**src/rtl/bcd_to_bin_pulse.sv**
```systemverilog
// bcd_to_bin_pulse: digit-serial BCD to binary converter (MSD first).
// One-deep pending buffer absorbs strobes that arrive while converting.
module bcd_to_bin_pulse #(
    parameter int WIDTH      = 8,
    parameter int BCD_DIGITS = 3
) (
    input  logic                    clk,
    input  logic                    rst,
    input  logic [BCD_DIGITS*4-1:0] bcd,
    input  logic                    updated,
    output logic [WIDTH-1:0]        bin,
    output logic                    valid,
    output logic                    error,
    output logic                    busy
);

    localparam int BW = BCD_DIGITS * 4;
    localparam int AW = WIDTH + 4;
    localparam int IW = (BCD_DIGITS > 1) ? $clog2(BCD_DIGITS) : 1;

    localparam logic [1:0] S_IDLE = 2'd0;
    localparam logic [1:0] S_CONV = 2'd1;
    localparam logic [1:0] S_DONE = 2'd2;

    localparam logic [AW-1:0] LIMIT   = {4'b0000, {WIDTH{1'b1}}};
    localparam logic [IW-1:0] IDX_TOP = IW'(BCD_DIGITS - 1);

    logic [1:0]    state;
    logic [BW-1:0] work;
    logic [BW-1:0] pend_val;
    logic          pend;
    logic [AW-1:0] acc;
    logic          err_acc;
    logic [IW-1:0] idx;

    logic [3:0]    digit;
    logic [AW-1:0] acc_next;
    logic          step_err;
    logic          start;
    logic [BW-1:0] start_val;

    assign busy = (state != S_IDLE);

    // Datapath step: the most significant unconsumed digit sits at the top of work
    always_comb begin
        digit     = work[BW-1 -: 4];
        acc_next  = (acc << 3) + (acc << 1) + {{WIDTH{1'b0}}, digit};
        step_err  = err_acc | (digit > 4'd9) | (acc_next > LIMIT);
        start     = 1'b0;
        start_val = pend_val;
        if (state == S_IDLE) begin
            start     = updated;
            start_val = bcd;
        end else if (state == S_DONE) begin
            // A strobe in the DONE cycle is newer than any pending value
            start     = updated | pend;
            start_val = updated ? bcd : pend_val;
        end
    end

    // Pending buffer: latest strobe seen while busy, consumed when DONE
    always_ff @(posedge clk or negedge rst) begin
        if (!rst) begin
            pend     <= 1'b0;
            pend_val <= '0;
        end else if (state == S_DONE) begin
            pend <= 1'b0;
        end else if (state == S_CONV && updated) begin
            pend     <= 1'b1;
            pend_val <= bcd;
        end
    end

    // Conversion FSM and registered result outputs
    always_ff @(posedge clk or negedge rst) begin
        if (!rst) begin
            state   <= S_IDLE;
            work    <= '0;
            acc     <= '0;
            err_acc <= 1'b0;
            idx     <= '0;
            bin     <= '0;
            valid   <= 1'b0;
            error   <= 1'b0;
        end else begin
            valid <= 1'b0;
            case (state)
                S_IDLE: begin
                    if (start) begin
                        work    <= start_val;
                        acc     <= '0;
                        err_acc <= 1'b0;
                        idx     <= IDX_TOP;
                        state   <= S_CONV;
                    end
                end
                S_CONV: begin
                    acc     <= acc_next;
                    err_acc <= step_err;
                    work    <= work << 4;
                    if (idx == '0) begin
                        state <= S_DONE;
                    end else begin
                        idx <= idx - 1'b1;
                    end
                end
                S_DONE: begin
                    valid <= 1'b1;
                    if (err_acc) begin
                        bin   <= {WIDTH{1'b1}};
                        error <= 1'b1;
                    end else begin
                        bin   <= acc[WIDTH-1:0];
                        error <= 1'b0;
                    end
                    if (start) begin
                        work    <= start_val;
                        acc     <= '0;
                        err_acc <= 1'b0;
                        idx     <= IDX_TOP;
                        state   <= S_CONV;
                    end else begin
                        state <= S_IDLE;
                    end
                end
                default: begin
                    state <= S_IDLE;
                end
            endcase
        end
    end

endmodule

```
**config.mk**
```make
export PLATFORM = sky130hd
export DESIGN_NAME = bcd_to_bin_pulse
export DESIGN_NICKNAME = d
export VERILOG_FILES = /design/src/rtl/bcd_to_bin_pulse.sv
export SDC_FILE = /design/constraint.sdc
export NUM_CORES = 1
export LEC_CHECK = 0
export ABC_AREA = 1
export BUFFER_PORTS_ARGS = -buffer_cell sky130_fd_sc_hd__buf_2
export CORE_UTILIZATION = 40
export DETAILED_ROUTE_END_ITERATION = 8
export GPL_TIMING_DRIVEN = 1
export HOLD_SLACK_MARGIN = 0.06
export PLACE_DENSITY = 0.68
export SYNTH_ARGS = -nofsm -noshare
export SYNTH_HDL_FRONTEND = slang
export SYNTH_SLANG_ARGS = --single-unit
export TNS_END_PERCENT = 5
```
**constraint.sdc**
```tcl
create_clock -name clk -period 5.7 [get_ports clk]
set_input_delay 1.14 -clock clk [delete_from_list [all_inputs] [get_ports clk]]
set_output_delay 1.14 -clock clk [all_outputs]
set_load 0.01 [all_outputs]
```
==> results of run 1 <==
## report_power, final
group | total, W | leakage (nW) | internal, W | switching (W)
combinational | 0.00116 | 0.991 | 0.000443 | 0.000721
sequential | 0.000646 | 0.604 | 0.000532 | 0.000114
clock | 0.000217 | 0.0477 | 0.0000979 | 0.000119
total | 0.00203 | 1.64 | 0.00107 | 0.000954
## flip-flops by register name (all words and copies together) (netlist names)
signal,cells
pend_val,12
work,12
acc,11
bin,8
idx,2
state,2
err_acc,1
error,1
pend,1
valid,1
## logic make-up (layout without fill, tap and decap cells)
logic type	count (synthesis)	after routing	share of synthesized area [%]
buf+inv	63	87	9.95
simple gates	148	148	22.0
flops	51	51	43.2
mux	1	1	0.381
fa+ha+maj	21	21	9.40
compound gates	63	63	14.8
xor+xnor	1	1	0.296
## metal layers
metal / vias to the layer above / global-route usage [%] / share of wire [%]
met1: 1008 / 21.7 / 51
met5: - / 0 / 0
met4: 0 / 4.47 / 0.85
li1: 1168 / - / -
met2: 31 / 27.8 / 46
met3: 7 / 2.92 / 2.3
## area by class of cell
| class | instances | area share, % |
|---|---|---|
| inverter | 54 | 6.46 |
| clock inverter | 1 | 0.273 |
| clock buffer | 6 | 2.57 |
| multi-input combinational | 234 | 43.1 |
| tap | 96 | 3.74 |
| timing repair buffer | 26 | 4.13 |
| sequential | 51 | 39.7 |
## critical path: stages (launching register included)
cell	delay, ps
dfrtp_1	640
inv_2	230
nand2_2	150
buf_2	140
## cell usage after synthesis
| cell type | count | share of area, % |
|---|---|---|
| buf_8 | 1 | 0.51 |
| nor2_4 | 1 | 0.38 |
| nor2_8 | 2 | 1.4 |
| inv_2 | 4 | 0.51 |
| a22oi_1 | 1 | 0.25 |
| o211ai_2 | 1 | 0.42 |
| o21ai_1 | 16 | 2.7 |
| ha_1 | 19 | 8.0 |
| mux2_2 | 1 | 0.38 |
| nand3_1 | 9 | 1.5 |
| a21oi_1 | 13 | 2.2 |
| o21ai_0 | 9 | 1.5 |
| nand4_1 | 2 | 0.42 |
| o21bai_2 | 1 | 0.38 |
| nand2_2 | 2 | 0.42 |
| o22ai_2 | 2 | 0.85 |
| o22ai_1 | 1 | 0.21 |
| o32ai_1 | 1 | 0.30 |
| nand2_4 | 3 | 1.1 |
| nor2_1 | 32 | 4.1 |
| xnor2_1 | 1 | 0.30 |
| buf_6 | 5 | 1.9 |
| a21boi_0 | 1 | 0.25 |
| nand2_1 | 93 | 12 |
| clkbuf_2 | 1 | 0.17 |
| inv_6 | 1 | 0.30 |
| a31oi_2 | 8 | 3.4 |
| dfrtp_1 | 51 | 43 |
| inv_1 | 49 | 6.2 |
| buf_2 | 2 | 0.34 |
| fa_1 | 2 | 1.4 |
| o211ai_1 | 9 | 2.3 |
| nand3b_1 | 1 | 0.25 |
| nor2_2 | 3 | 0.64 |
## per-stage QoR
stage / hold slack [ps] / setup WS [ps] / util [%] / instance area [um2]
final: 499 / 3090 / 46.0 / 3210
after global routing: 526 / 3000 / 46.0 / 3210
after CTS: 503 / 3070 / 46.0 / 3210
after detailed placement: 480 / 3380 / 44.7 / 3120
after global placement: 468 / 3450 / 44.7 / 3120
after floorplan: 449 / 3550 / - / 2960
## layout by cell type (no fill, tap or decap), types with 4 or more instances in the layout
cell,n
nand2_1,93
dfrtp_1,51
inv_1,49
nor2_1,32
buf_2,25
ha_1,19
o21ai_1,16
a21oi_1,13
o21ai_0,9
nand3_1,9
o211ai_1,9
a31oi_2,8
clkbuf_8,6
inv_2,4
## path summary, 6_finish.rpt
check,end,slack [ps],depth (start not counted)
worst max-delay path,busy,3090,3
worst min-delay path,pend_val[11],500,2
worst max register to register,err_acc,3360,13
worst min register to register,pend_val[11],500,2
max in group asynchronous,acc[10],4330,2
min in group asynchronous,valid,940,2
==> run metrics, run 1 <==
Final setup viols 0; antenna viol nets, final 0; Clock Path Buffers 2; final hold violations 0; initial antenna violation count 0; CP arrival 1470 ps; outcome completed; critical path capture point type primary output; row count 30; startpoint types register; share of cells above drive strength 1 16.7%; Crit Path Max Fanout 12; Antenna Cells 0; Placer Congestion about 0.91; Final HPWL DP 4120 um; Die Span X 88.0 um; Layout fillers 726; DR pass1 iterations 4; die span in y 88.0 um; fmax around 380 MHz; Power Total slightly above 0.002 W; CTS buffer count 5; CTS clk-pin slew, worst paths 90 ps; largest net degree at the start of global routing 52; placed insts 461; global-route wire length before repair 9950 um; GRT Residual Overflow 0; multi-input logic area 1390 um2; Resized cells post-CTS 0; Yosys Warn Count 0; Critical Path Source state[0]; Seq cells post-synth just over 50; RSZ-0062 raised after global routing no; Worst Tran Pin Value 638 ps; Starting DRT DRC Count 74; Cell Pwr Density 631 nW/um2; Final Critical Period 2610 ps; DR vias roughly 2200; peak supply drop around 0.27 mV; H-tree Lvls 2; Netlist cell types 34; GRT Util Overall 16.5%; worst path required time 4560 ps; Mapped Avg Cell Area approximately 8.5 um2; Fin Setup TNS 0 ps; I/O pin total 26; Final nets 408; Pleak 1.64 nW; root buffer cell clkbuf_8; die area 7740 um2; area grow syn2layout 8.72%; TritonCTS clock tree done; postcts setup bufs 0; DRC violations left 0; clock skew 4.78 ps; Starting Density around 42%; Mapped Nets 384; Post-Layout Cell Count 468; WL final 5550 um; Final Cycle Share 45.7%; CORE AREA 6980 um2; sequential cell area approximately 1300 um2; HP Start pend_val[11]; Post-Syn Instances 348; Final Slew Violations 0; # port buffers 25; Crit Path Class reg -> out; CTS Sinks 51; maxcap violations 0; hold_buf cts 0; Worst-Skew Late Latency 300 ps; reg2reg start work[11]; drt wl/cell 11.8 um; Slew Limit Headroom 57.5%; Seq/Total Area, Yosys 43.2%; Hold Path Class reg -> reg; vias in the first global route 2215; Cell Area, Synth 2960 um2; vias per cell 4.73
(Power assumes the default switching activity.)
==> run 2, diff against run 1 <==
clock period = 2.4 ns   (was 5.7 ns; I/O delays follow)
==> run 2 against run 1 <==
  * Wire length increased by 3.0%
  * Power increased by 140%
  * Count of clock-buffer cells in the layout unchanged
  * Flip-flop and latch count unchanged
  * Final cell count increased by 1.1%
  * Utilization increased by 0.75 points
  * Combinational power increased by 150%
  * Register-to-register slack got worse by 3100 ps
  * Design area increased by 1.6%
  * Clock skew increased by 11 ps
  * Sequential power increased by 130%
  * Critical path depth increased by 10
  * Critical endpoint is now err_acc
  * Highest routed layer unchanged
==> run metrics, run 2 (synthesis gave the netlist of run 1 again) <==
dpl cell area 3140 um2 (was 3120 um2); worst path required time 2610 ps (was 4560 ps); row count 30 (unchanged); Hold Path Class in -> async (was reg -> reg); Final setup viols 0 (unchanged); outcome completed (unchanged); Slew Limit Headroom 69.7% (was 57.5%); share of cells above drive strength 1 19.1% (was 16.7%); TritonCTS clock tree done (unchanged); clock skew 15.6 ps (was 4.78 ps); Final Critical Period 2180 ps; Starting Density 42.3% (unchanged); reg2reg start acc[0] (was work[11]); initial antenna violation count 0 (unchanged); final instance area 3270 um2 (was 3210 um2); Final Cycle Share 90.7%; Cell Pwr Density 1500 nW/um2 (was 631 nW/um2); Worst Tran Pin Value 455 ps (was 638 ps); CTS clk-pin slew, worst paths 100 ps (was 90 ps); CP top delay family adder cells (was flip-flops); critical path capture point type register (was primary output); GRT Util Overall 16.8% (was 16.5%); drt wl/cell 12.1 um (was 11.8 um); setup slack at placement 62.7 ps (was 3380 ps); vias in the first global route 2231 (was 2215); most frequent cells in the layout nand2_1, dfrtp_1, inv_1 (unchanged); Die Span X 88.0 um (unchanged); peak supply drop 0.647 mV (was 0.270 mV); Starting DRT DRC Count 104 (was 74); commonest non-fill, non-tap cell in the layout nand2_1 (unchanged); startpoint types register (unchanged); DR pass1 iterations 4 (unchanged); die span in y 88.0 um (unchanged); Post-Layout Cell Count 473 (was 468); Clock Path Buffers 2 (unchanged); # port buffers 25 (unchanged); H-tree Lvls 2 (unchanged); Top Registers pend_val (12), work (12), acc (11) (unchanged); Pleak 1.67 nW (was 1.64 nW); CTS buffer count 5 (unchanged); CTS Sinks 51 (unchanged); worst reg-to-reg setup slack 220 ps (was 3360 ps); fmax 459 MHz; crit-path cells inv_2, fa_1, inv_1, ha_1, nand2_1, o21bai_2, nand2_1, nand2_1, nand2_1, nand2_1, nand3_1, nand2_1, nand2_1 (was inv_2, nand2_2, buf_2); Final nets 412 (was 408); DR vias 2276 (was 2214); Worst path max stage delay 590 ps (was 640 ps); Crit Path Class reg -> reg (was reg -> out); R2R depth 13 (unchanged); CP Buf/Inv Count 2 (unchanged); most used cell, CP nand2_1; CP arrival 2380 ps (was 1470 ps); largest net degree at the start of global routing 52 (unchanged); area grow syn2layout 10.5% (was 8.72%); Antenna Cells 0 (unchanged); WL final 5710 um (was 5550 um); Placer Congestion 0.942 (was 0.907); R2R Path End err_acc (unchanged); maxcap violations 0 (unchanged); hold_buf cts 0 (unchanged); Final Slew Violations 0 (unchanged); root buffer cell clkbuf_8 (unchanged); I/O pin total 26 (unchanged); final hold violations 0 (unchanged); CP Depth 13 (was 3); Crit Path Max Fanout 3 (was 12); vias per cell 4.81 (was 4.73); antenna viol nets, final 0 (unchanged); fin worst setup slack 223 ps (was 3090 ps); GRT Residual Overflow 0 (unchanged); placed insts 462 (was 461); Worst-Skew Late Latency 310 ps (was 300 ps); CORE AREA 6980 um2 (unchanged); die area 7740 um2 (unchanged); global-route wire length before repair 10000 um (was 9950 um); CP max stage cell fa_1 (was dfrtp_1); DRC violations left 0 (unchanged); Final HPWL DP 4200 um (was 4120 um)
run 2: cell count changes in the layout (fill, tap and decap cells not counted):
cell	change
buf_12	+1
nand2_2	+1
buf_4	+3
nand2_1	-1
clkinv_2	+1
fa_1	-1
inv_2	+3
fa_2	+1
inv_1	-3
run 2: layout make-up:
| cell class | count | area [um2] |
|---|---|---|
| inverter | 54 | 208 |
| tap | 96 | 120 |
| timing repair buffer | 30 | 175 |
| sequential | 51 | 1280 |
| multi-input combinational | 234 | 1390 |
| fill | 703 | 3720 |
| clock buffer | 6 | 82.6 |
| clock inverter | 2 | 13.8 |
run 2: worst max-delay path by stage:
stage	start	to	slack, ps
6_report	acc[0]	err_acc	220
5_1_grt	acc[0]	err_acc	-0.8
4_1_cts	acc[0]	err_acc	50
3_5_place_dp	acc[0]	err_acc	60
3_3_place_gp	acc[2]	err_acc	160
2_1_floorplan	work[11]	err_acc	250
run 2: worst reg2reg max path: stages (launching register included):
cell	delay, ps
dfrtp_1	370
inv_2	60
fa_1	590
inv_1	60
ha_1	270
nand2_1	80
o21bai_2	190
nand2_1	100
nand2_1	60
nand2_1	40
nand2_1	70
nand3_1	80
nand2_1	60
nand2_1	60
run 2: timing repair:
item | 4_1_cts | 5_1_grt
gates resized for setup | 0 | 5
buffers inserted | 0 | 3
setup endpoints to repair | 0 | 2
run 2: through the flow:
step	hold WS [ps]	setup TNS [ps]	power [W]	util, %
finish	144	0	0.00490	46.8
global route	156	-0.784	0.00543	46.8
CTS	153	0	0.00487	46.4
detailed placement	476	0	0.00433	45.0
global placement	467	0	0.00426	45.0
floorplan	184	0	0.00380	-
run 2: routing by layer:
| metal | GRT usage (%) | vias to the layer above | wire [um] |
|---|---|---|---|
| met5 | 0 | - | 0 |
| met4 | 6.11 | 0 | 119 |
| met3 | 2.92 | 13 | 202 |
| met2 | 27.0 | 45 | 2510 |
| met1 | 22.7 | 1041 | 2880 |
| li1 | - | 1177 | - |
run 2: power by group:
part	internal [W]	leakage (nW)	switching [W]
Sequential	0.00126	0.604	0.000232
Clock	0.000236	0.0516	0.000294
Combinational	0.00111	1.01	0.00177
Total	0.00261	1.67	0.00229
